`src/rtl/exc_redirect_ctrl_if.sv`:
```
`default_nettype none
// +----------------------------------------------------------------------------+
// | Module   : exc_redirect_ctrl_if                                            |
// | Brief    : Commit-stage events, IF/AXI instruction-side handshakes and     |
// |            redirect outputs of the exception redirect controller.          |
// | Revision : 1.0                                                             |
// +----------------------------------------------------------------------------+
interface exc_redirect_ctrl_if #(
    parameter int CNT_W = 2
);
    logic             exc_oc;
    logic             ec_eret;
    logic [31:0]      cp0_epc;
    logic             inst_addr_ok;
    logic             inst_data_ok;
    logic             redirect_ready;
    logic             flush;
    logic             fetch_hold;
    logic             drop_resp;
    logic             redirect_valid;
    logic [31:0]      redirect_pc;
    logic             busy;
    logic [CNT_W-1:0] outstanding;

    // Controller side
    modport master (
        input  exc_oc, ec_eret, cp0_epc, inst_addr_ok, inst_data_ok, redirect_ready,
        output flush, fetch_hold, drop_resp, redirect_valid, redirect_pc, busy, outstanding
    );

    // Commit stage / IF stage side
    modport slave (
        output exc_oc, ec_eret, cp0_epc, inst_addr_ok, inst_data_ok, redirect_ready,
        input  flush, fetch_hold, drop_resp, redirect_valid, redirect_pc, busy, outstanding
    );
endinterface
`default_nettype wire

```
`src/rtl/exc_redirect_ctrl.sv`:
```
`default_nettype none
// +----------------------------------------------------------------------------+
// | Module   : exc_redirect_ctrl                                               |
// | Brief    : Flush, drain in-flight fetches, then redirect IF to the         |
// |            exception vector or EPC after an exception/ERET commits.        |
// | Revision : 1.0                                                             |
// +----------------------------------------------------------------------------+
module exc_redirect_ctrl #(
    parameter logic [31:0] EXC_VECTOR      = 32'hBFC0_0380,
    parameter int          MAX_OUTSTANDING = 3,
    parameter int          CNT_W           = 2
) (
    input  wire logic         clk,
    input  wire logic         reset,
    exc_redirect_ctrl_if.master bus
);

    typedef enum logic [1:0] {
        ST_IDLE     = 2'd0,
        ST_FLUSH    = 2'd1,
        ST_DRAIN    = 2'd2,
        ST_REDIRECT = 2'd3
    } state_t;

    localparam logic [CNT_W-1:0] c_max_cnt = CNT_W'(MAX_OUTSTANDING);
    localparam logic [CNT_W-1:0] c_one     = CNT_W'(1);

    state_t           r_state;
    state_t           w_state_nxt;
    logic [CNT_W-1:0] r_count;
    logic [CNT_W-1:0] w_count_nxt;
    logic [31:0]      r_target;
    logic [31:0]      w_target_nxt;

    // Saturating in-flight counter; a response with nothing in flight is absorbed.
    always_comb begin
        w_count_nxt = r_count;
        if (bus.inst_addr_ok && !bus.inst_data_ok) begin
            if (r_count != c_max_cnt) begin
                w_count_nxt = r_count + c_one;
            end
        end else if (!bus.inst_addr_ok && bus.inst_data_ok) begin
            if (r_count != '0) begin
                w_count_nxt = r_count - c_one;
            end
        end
    end

    always_comb begin
        w_state_nxt  = r_state;
        w_target_nxt = r_target;
        case (r_state)
            ST_IDLE: begin
                if (bus.exc_oc) begin
                    w_target_nxt = EXC_VECTOR;
                    w_state_nxt  = ST_FLUSH;
                end else if (bus.ec_eret) begin
                    w_target_nxt = bus.cp0_epc;
                    w_state_nxt  = ST_FLUSH;
                end
            end
            ST_FLUSH: begin
                w_state_nxt = ST_DRAIN;
            end
            ST_DRAIN: begin
                // The response that empties the bus releases the redirect in the same cycle.
                if (w_count_nxt == '0) begin
                    w_state_nxt = ST_REDIRECT;
                end
            end
            ST_REDIRECT: begin
                if (bus.redirect_ready) begin
                    w_state_nxt = ST_IDLE;
                end
            end
            default: begin
                w_state_nxt = ST_IDLE;
            end
        endcase
    end

    always_ff @(posedge clk) begin
        if (reset) begin
            r_state  <= ST_IDLE;
            r_count  <= '0;
            r_target <= '0;
        end else begin
            r_state  <= w_state_nxt;
            r_count  <= w_count_nxt;
            r_target <= w_target_nxt;
        end
    end

    assign bus.flush          = (r_state == ST_FLUSH);
    assign bus.busy           = (r_state != ST_IDLE);
    assign bus.fetch_hold     = (r_state != ST_IDLE) || (r_count == c_max_cnt);
    assign bus.drop_resp      = bus.inst_data_ok && ((r_state == ST_FLUSH) || (r_state == ST_DRAIN));
    assign bus.redirect_valid = (r_state == ST_REDIRECT);
    assign bus.redirect_pc    = r_target;
    assign bus.outstanding    = r_count;

endmodule
`default_nettype wire

```
`src/flat_wrapper.sv`:
```
// flat-port wrapper written by rule: the top's interface ports become plain ports
module exc_redirect_ctrl_flat 
#(
    parameter logic [31:0] EXC_VECTOR      = 32'hBFC0_0380,
    parameter int          MAX_OUTSTANDING = 3,
    parameter int          CNT_W           = 2
)
  (clk, reset, bus_exc_oc, bus_ec_eret, bus_cp0_epc, bus_inst_addr_ok, bus_inst_data_ok, bus_redirect_ready, bus_flush, bus_fetch_hold, bus_drop_resp, bus_redirect_valid, bus_redirect_pc, bus_busy, bus_outstanding);
  exc_redirect_ctrl_if #(.CNT_W(CNT_W)) bus_i ();
  input  wire logic clk;
  input  wire logic reset;
  input wire logic [$bits(bus_i.exc_oc)-1:0] bus_exc_oc;
  input wire logic [$bits(bus_i.ec_eret)-1:0] bus_ec_eret;
  input wire logic [$bits(bus_i.cp0_epc)-1:0] bus_cp0_epc;
  input wire logic [$bits(bus_i.inst_addr_ok)-1:0] bus_inst_addr_ok;
  input wire logic [$bits(bus_i.inst_data_ok)-1:0] bus_inst_data_ok;
  input wire logic [$bits(bus_i.redirect_ready)-1:0] bus_redirect_ready;
  output wire logic [$bits(bus_i.flush)-1:0] bus_flush;
  output wire logic [$bits(bus_i.fetch_hold)-1:0] bus_fetch_hold;
  output wire logic [$bits(bus_i.drop_resp)-1:0] bus_drop_resp;
  output wire logic [$bits(bus_i.redirect_valid)-1:0] bus_redirect_valid;
  output wire logic [$bits(bus_i.redirect_pc)-1:0] bus_redirect_pc;
  output wire logic [$bits(bus_i.busy)-1:0] bus_busy;
  output wire logic [$bits(bus_i.outstanding)-1:0] bus_outstanding;
  assign bus_i.exc_oc = bus_exc_oc;
  assign bus_i.ec_eret = bus_ec_eret;
  assign bus_i.cp0_epc = bus_cp0_epc;
  assign bus_i.inst_addr_ok = bus_inst_addr_ok;
  assign bus_i.inst_data_ok = bus_inst_data_ok;
  assign bus_i.redirect_ready = bus_redirect_ready;
  assign bus_flush = bus_i.flush;
  assign bus_fetch_hold = bus_i.fetch_hold;
  assign bus_drop_resp = bus_i.drop_resp;
  assign bus_redirect_valid = bus_i.redirect_valid;
  assign bus_redirect_pc = bus_i.redirect_pc;
  assign bus_busy = bus_i.busy;
  assign bus_outstanding = bus_i.outstanding;
  exc_redirect_ctrl #(.EXC_VECTOR(EXC_VECTOR), .MAX_OUTSTANDING(MAX_OUTSTANDING), .CNT_W(CNT_W)) u_core (.clk(clk), .reset(reset), .bus(bus_i));
endmodule
```
`config.mk`:
```
export PLATFORM = sky130hd
export DESIGN_NAME = exc_redirect_ctrl_flat
export DESIGN_NICKNAME = d
export VERILOG_FILES = /design/src/rtl/exc_redirect_ctrl_if.sv /design/src/rtl/exc_redirect_ctrl.sv /design/src/flat_wrapper.sv
export SDC_FILE = /design/constraint.sdc
export NUM_CORES = 1
export LEC_CHECK = 0
export CORE_MARGIN = 2
export CORE_UTILIZATION = 34
export CTS_CLUSTER_DIAMETER = 150
export DETAILED_ROUTE_END_ITERATION = 16
export GPL_TIMING_DRIVEN = 0
export PLACE_DENSITY = 0.7
export SYNTH_ARGS = -nofsm -noshare
export SYNTH_HDL_FRONTEND = slang
export SYNTH_SLANG_ARGS = --single-unit
```
`constraint.sdc`:
```
create_clock -name clk -period 2.9 [get_ports clk]
set_input_delay 0.29 -clock clk [delete_from_list [all_inputs] [get_ports clk]]
set_output_delay 0.29 -clock clk [all_outputs]
set_load 0.02 [all_outputs]
```
After elaboration in Yosys (flattened, before gate mapping)
Cells that the tools add are included.
{"block": "word_totals", "ff_bits": 36, "output_inout_bits": 39, "elab_cells": 38}
{"block": "classes", "addsub": 2, "n_eq_ne": 8, "mux": 11, "reduce_logical": 14}
{"cell": "two-way mux 32 bit", "n": 2}
{"cell": "two-way mux 2 bit", "n": 8}
{"cell": "one-hot mux 2 bit (4 select lines)", "n": 1}
{"cell": "equality test 2 bit, second input constant", "n": 3}
{"cell": "nonzero test 2 bit", "n": 3}
{"cell": "logical NOT 2 bit", "n": 2}
{"cell": "!= test 2 bit, second input constant", "n": 2}
{"cell": "logical AND 1 bit", "n": 3}
{"cell": "!= test 3 bit, second input constant", "n": 1}
{"cell": "AND reduction 3 bit", "n": 1}
{"cell": "adder 2 x 1 -> 2 bit, second input constant", "n": 1}
{"cell": "equality test 2 x 1 -> 1 bit, second input constant", "n": 1}
{"cell": "logical NOT 1 bit", "n": 2}
{"cell": "logical OR 1 bit", "n": 2}
{"cell": "!= test 2 x 1 -> 1 bit, second input constant", "n": 1}
{"cell": "AND reduction 2 bit", "n": 1}
{"cell": "subtractor 2 x 1 -> 2 bit, second input constant", "n": 1}

Longest topological paths before layout
Gate-level depths: netlist of the first run.
{"block": "logic_depth", "ltp_word": 7, "ltp_mapped": 7}

Worst setup path after synthesis of the first run
No wires, ideal clock.
{"block": "synth_timing", "path_kind": "flip-flop to flip-flop", "startpoint": "register u_core.r_state[0]", "endpoint": "register u_core.r_target[25], in the netlist u_core.bus.redirect_pc[25]", "setup_ns": 0.078, "t_arrival_ns": 1.280, "required_time_ns": 2.822, "setup_slack_ns": 1.542, "stages_incl_launch_ff": 8, "path_buffers": 1, "period_less_slack_ns": 1.358, "path_cell_list": "dfxtp_1 inv_1 ha_1 inv_2 nor2_1 buf_4 nor2_1 nor3_1"}
{"block": "synth_via", "elab_chain_cells": 2}
{"element": "from (decl)", "line": "exc_redirect_ctrl.sv:28", "source": "state_t r_state;"}
{"element": "from (signal assigned)", "line": "exc_redirect_ctrl.sv:88", "source": "r_state <= w_state_nxt;"}
{"element": "logical NOT 2 bit", "line": "exc_redirect_ctrl.sv:52", "source": "case (r_state)"}
{"element": "AND reduction 2 bit (no source line)"}
{"element": "to (signal assigned)", "line": "exc_redirect_ctrl.sv:90", "source": "r_target <= w_target_nxt;"}
{"element": "to (decl)", "line": "exc_redirect_ctrl.sv:32", "source": "logic [31:0] r_target;"}
No other way between the ends.
A chain may end at the register's enable or synchronous reset.

Final worst setup path of the first run
{"block": "layout_timing", "startpoint": "register u_core.r_state[1]", "endpoint": "output bus_drop_resp"}
{"block": "layout_via", "elab_chain_cells": 3, "word_cells_on_any_way": 4, "cone_classes": "eq/ne: 2; reduce/logical: 2"}
{"element": "equality test 2 x 1 -> 1 bit or equality test 2 bit (tied branches)", "line": "exc_redirect_ctrl.sv:97", "source": "assign bus.drop_resp = bus.inst_data_ok && ((r_state == ST_FLUSH) || (r_state == ST_DRAIN));"}
{"element": "logical OR 1 bit (*)", "line": "exc_redirect_ctrl.sv:97"}
{"element": "logical AND 1 bit (*)", "line": "exc_redirect_ctrl.sv:97"}
{"element": "to (decl)", "line": "flat_wrapper.sv:20", "source": "output wire logic [$bits(bus_i.drop_resp)-1:0] bus_drop_resp;"}
Mark *: on every way between the ends. The rest lies on a longest branch, timed or not.

==> results of run 1 <==
-- path summary, 6_finish.rpt --
kind	startpoint	to	slack [ps]	cells after the start
worst max-delay path	u_core.r_state[1]$_SDFFE_PP0P_	bus_drop_resp	820	4
worst max register to register	u_core.r_state[1]$_SDFFE_PP0P_	u_core.bus.redirect_pc[9]$_SDFFE_PP0P_	1360	7
worst min register to register	u_core.bus.redirect_pc[14]$_SDFFE_PP0P_	u_core.bus.redirect_pc[14]$_SDFFE_PP0P_	490	2
worst min-delay path	bus_exc_oc	u_core.bus.redirect_pc[13]$_SDFFE_PP0P_	370	4
-- per-stage QoR --
| step | hold WS [ps] | area (um2) | utilization [%] | power (mW) | std cells |
|---|---|---|---|---|---|
| floorplan | 464.2 | 1548 | - | 1.262 | 183 |
| global placement | 468.1 | 2364 | 53.91 | 1.656 | 310 |
| detailed placement | 478.1 | 2364 | 53.91 | 1.669 | 310 |
| CTS | 360.1 | 2441 | 55.68 | 2.004 | 317 |
| global route | 399.9 | 2441 | 55.68 | 2.115 | 317 |
| finish | 372.1 | 2441 | 55.68 | 1.973 | 317 |
-- placed cells by master (no fill, tap or decap), drive strengths merged, types with 2 or more instances in the layout --
cell type / count
nor3b: 20
clkbuf: 12
a21boi: 2
a21oi: 24
nand2b: 5
ha: 5
inv: 3
nor3: 24
buf: 8
nand2: 4
dfxtp: 36
nor2: 37
clkdlybuf4s50: 75
-- synth_stat cells (3+ instances only) --
library cell  number
nor3_1            24
nand2b_1           5
ha_1               5
nor2_1            37
clkbuf_1           6
buf_6              3
dfxtp_1           36
nor3b_1           20
a21oi_1           24
nand2_1            4
-- registers in the layout, indices dropped and copies added, names as in the netlist --
signal                  count
u_core.bus.redirect_pc     32
u_core.bus.outstanding      2
u_core.r_state              2
-- per-layer routing --
metal	GRT usage, %	wire, um	vias to the layer above
li1	-	-	780
met1	20.84	1882	672
met2	25.21	1744	43
met3	4.923	271	8
met4	5.241	43	0
met5	0	0	-
-- power breakdown --
group	internal, mW	switching [mW]	total [mW]	leakage (nW)
registers	0.603	0.0613	0.664	0.296
logic	0.455	0.525	0.980	0.573
clock network	0.163	0.166	0.329	0.0410
-- kinds of logic after synthesis --
logic type	count (synthesis)	synth area share [%]
buf+inv	17	6.224
flops	36	46.56
compound gates	30	11.40
mux	1	0.6468
simple gates	94	31.12
fa+ha+maj	5	4.042
-- worst max-delay path, stage by stage, from the launching register on --
cell,delay [ps]
dfxtp_1,390
inv_1,100
ha_1,310
and2_1,120
clkdlybuf4s50_1,590
-- cell type report --
class                           count  area share (%)
Buffer                             14           3.485
Clock buffer                        6           2.973
Inverter                            3          0.4613
Multi-Input combinational cell    130           29.93
Clock inverter                      1          0.2050
Tap cell                           52           2.665
Sequential cell                    36           29.52
Timing Repair Buffer               75           30.75
==> results.json, run 1 <==
{
  "regArea_um2": 720.7,
  "end_kind": "output port",
  "drive_above_1_share_pct": 6.415,
  "cts_tree": "built",
  "crit_path_start_kind": "flop",
  "viasPerCell": 4.741,
  "ant_nets": 0,
  "fp.dieW_um": 71.47,
  "outcome": "finished, final reports clean",
  "fp.dieH_um": 71.47,
  "drt_wl_total_um": 3941,
  "synth.area.top_cells": "dfxtp_1, nor3b_1, nor2_1, a21oi_1, nor3_1",
  "worst_slack_ps": 824.1,
  "synth.yosys.seq_area_share_pct": 46.56,
  "num_vias": 1503,
  "min_period_ps": 2076,
  "hp-class": "in2reg",
  "place_hpwl_um": 2827,
  "die_area_um2": 5108,
  "syn_area_per_cell_um2": 8.458,
  "cts.repair.resized": 0,
  "area_delta_synth_final_pct": 57.72,
  "synth_nets": 227,
  "start_util_pct": 35.30,
  "port_buffers": 75,
  "yosysTopAreaCellShare_pct": 46.56,
  "fin_worst_skew_ps": 4.729,
  "pwr_density_cell_nw_per_um2": 808.2,
  "crit_type": "reg2out",
  "synthFlopType": "dfxtp_1",
  "core_um2": 4384,
  "clockBufferDepth": 2,
  "num_antenna_cells": 0,
  "antenna_found_initial": 0,
  "yosysUniqueCellTypes": 26,
  "core.rowCount": 24,
  "n_fill_cell": 424,
  "synthCells": 183,
  "clock-sinks": 36,
  "drv_slew": 0,
  "clk_latency_ps": 280,
  "grt.overflow.total": 0,
  "clk_pin_slew_ps": 70,
  "grt_setup_unrepaired": "false",
  "drv_cap": 0,
  "post-route-period-util_pct": 71.58,
  "hold_viol_final": 0,
  "synth.ff_latch_count": 36,
  "worstMarginPinSlew_ps": 486.2,
  "netlist.top_cell.by_area": "dfxtp_1",
  "async_flop_share_pct": 0,
  "p_leak_nw": 0.9097,
  "setup_viol": 0,
  "ir_drop_v": 0.0003194,
  "cts_root_buffer": "clkbuf_8",
  "multi_input_comb_area_um2": 730.7,
  "boundaryPins": 78,
  "fin_nets": 309,
  "synth_area_um2": 1548,
  "grt_start_max_net_pins": 11,
  "drt-wirelength-per-cell_um": 12.43,
  "grt_pass1_vias": 1447,
  "numCtsBuffers": 5,
  "yosys_warnings": 0,
  "synth-edff-count": 0,
  "tns_ps": 0,
  "cts-htree-levels": 2,
  "cts_hold_buf": 0,
  "cts_setup_buffers": 0,
  "cp_data_arrival_time_ps": 1790,
  "crit_required_ps": 2610,
  "dp_worst_setup_slack_ps": 1065,
  "drc": 0,
  "crit_path_max_fanout": 4,
  "grt_usage_pct": 15.96,
  "grt_pass1_wl_um": 6561,
  "slew_headroom_pct": 67.58,
  "clock.fmax_mhz": 481.7,
  "gp_congestion": 0.7370,
  "drt_first_pass_iters": 4,
  "initialDrtViolationCount": 56
}
Power figures use the tool's default switching activity.
==> inputs of run 2 (changes only) <==
==> constraint.sdc (replaced) <==
create_clock -name clk -period 2 [get_ports clk]
set_input_delay 0.2 -clock clk [delete_from_list [all_inputs] [get_ports clk]]
set_output_delay 0.2 -clock clk [all_outputs]
set_load 0.02 [all_outputs]
==> results.json, run 2 (same netlist as run 1, synthesis figures left out) <==
{
  "drv_cap": 0,
  "dp_worst_setup_slack_ps": 294.6,
  "fp.dieW_um": 71.47,
  "num_antenna_cells": 0,
  "end_kind": "output port",
  "fp.dieH_um": 71.47,
  "reg2reg_slack_ps": 470,
  "holdPathEnd": "u_core.bus.redirect_pc[13]$_SDFFE_PP0P_",
  "crit_path_max_fanout": 4,
  "start_util_pct": 35.30,
  "viasPerCell": 4.741,
  "hp-class": "in2reg",
  "total_power_mw": 2.846,
  "post-place-cells": 310,
  "grt_pass1_wl_um": 6561,
  "core_um2": 4384,
  "fin_worst_skew_ps": 4.729,
  "antenna_found_initial": 0,
  "timing.rr.start": "u_core.r_state[1]$_SDFFE_PP0P_",
  "drt-wirelength-per-cell_um": 12.43,
  "numCtsBuffers": 5,
  "largest_reg_flops": 32,
  "num_vias": 1503,
  "outcome": "finished, final reports clean",
  "clock-sinks": 36,
  "critPathLaunch": "u_core.r_state[1]$_SDFFE_PP0P_",
  "cts_root_buffer": "clkbuf_8",
  "layout_commonest_cell": "clkdlybuf4s50_1",
  "p_sw_share_pct": 38.23,
  "worstHoldStart": "bus_exc_oc",
  "initialDrtViolationCount": 56,
  "drv_slew": 0,
  "cts_tree": "built",
  "reg2reg_depth": 7,
  "slew_headroom_pct": 67.58,
  "cell_internal_pwr_mw": 1.758,
  "power_frac_seq_pct": 33.8,
  "crit_type": "reg2out",
  "setup_viol": 0,
  "port_buffers": 75,
  "dpl-instance-area_um2": 2364,
  "drc": 0,
  "min_period_ps": 1719,
  "cts_setup_buffers": 0,
  "comb_power_share_pct": 49.4,
  "grt.overflow.total": 0,
  "cts_hold_buf": 0,
  "drt_wl_total_um": 3939,
  "grt_setup_unrepaired": "false",
  "area_delta_synth_final_pct": 57.96,
  "grt_usage_pct": 15.96,
  "clockBufferDepth": 2,
  "pwr_density_cell_nw_per_um2": 1164,
  "crit_path_start_kind": "flop",
  "clk_latency_ps": 280,
  "fin_nets": 309,
  "worst_slack_ps": 280.6,
  "ir_drop_v": 0.0004632,
  "grt_start_max_net_pins": 11,
  "whs_path_depth": 4,
  "clock.fmax_mhz": 581.6,
  "place_hpwl_um": 2827,
  "worstMarginPinSlew_ps": 486.2,
  "layout_common_cells": "clkdlybuf4s50_1, nor2_1, dfxtp_1",
  "ant_nets": 0,
  "boundaryPins": 78,
  "stdcell_count": 317,
  "grt_pass1_vias": 1447,
  "final_core_util_pct": 55.76,
  "p_sw_mw": 1.088,
  "p_leak_nw": 0.9349,
  "fin_area_um2": 2445,
  "tns_ps": 0,
  "drt_first_pass_iters": 4,
  "clk_pin_slew_ps": 70,
  "die_area_um2": 5108,
  "cts.repair.resized": 1,
  "drive_above_1_share_pct": 6.415,
  "r2r_end": "u_core.bus.redirect_pc[9]$_SDFFE_PP0P_",
  "worst_hold_slack_ps": 282.0,
  "p_clk_share_pct": 16.8,
  "core.rowCount": 24,
  "cp_data_arrival_time_ps": 1520,
  "hold_viol_final": 0,
  "post-route-period-util_pct": 85.97,
  "gp_congestion": 0.7370,
  "crit_required_ps": 1800,
  "cts-htree-levels": 2
}
run 2: changes by cell type in the layout (fill, tap and decap cells not counted):
cell / delta
clkdlybuf4s50_1: -3
dlygate4sd2_1: +1
dlymetal6s2s_1: +2
run 2: area by class of cell:
cell class / instances / area (um2)
buffer: 14 / 85.08
clock buffer: 6 / 72.57
clock inverter: 1 / 5.005
fill: 423 / 1939
inverter: 3 / 11.26
multi-input combinational: 130 / 730.7
sequential: 36 / 720.7
tap: 52 / 65.06
timing repair buffer: 75 / 754.5
run 2: power by group through the flow:
stage | sequential (mW) | clock [mW] | combinational (mW)
floorplan | 1.14 | 0 | 0.693
global placement | 0.973 | 0 | 1.43
detailed placement | 0.979 | 0 | 1.44
CTS | 0.964 | 0.496 | 1.44
global route | 0.982 | 0.526 | 1.54
finish | 0.963 | 0.477 | 1.41
run 2: how the worst max path moves through the flow:
stage,endpoint,depth (start not counted)
CTS,bus_fetch_hold,4
global placement,bus_drop_resp,4
global route,bus_drop_resp,4
floorplan,u_core.bus.redirect_pc[25]$_SDFFE_PP0P_,7
finish,bus_drop_resp,4
detailed placement,bus_drop_resp,4
run 2: routing by layer:
layer  up-vias  share of wire (%)  track usage (%)
met3         8                6.9            4.923
met1       672                 48            20.84
met5         -                  0                0
met2        43                 44            25.21
met4         0                1.1            5.241
li1        780                  -                -
run 2: critical path, stage by stage, from the launching register on:
cell and delay [ps]:
dfxtp_1 390, inv_1 100, ha_1 300, and2_1 140, dlygate4sd2_1 310
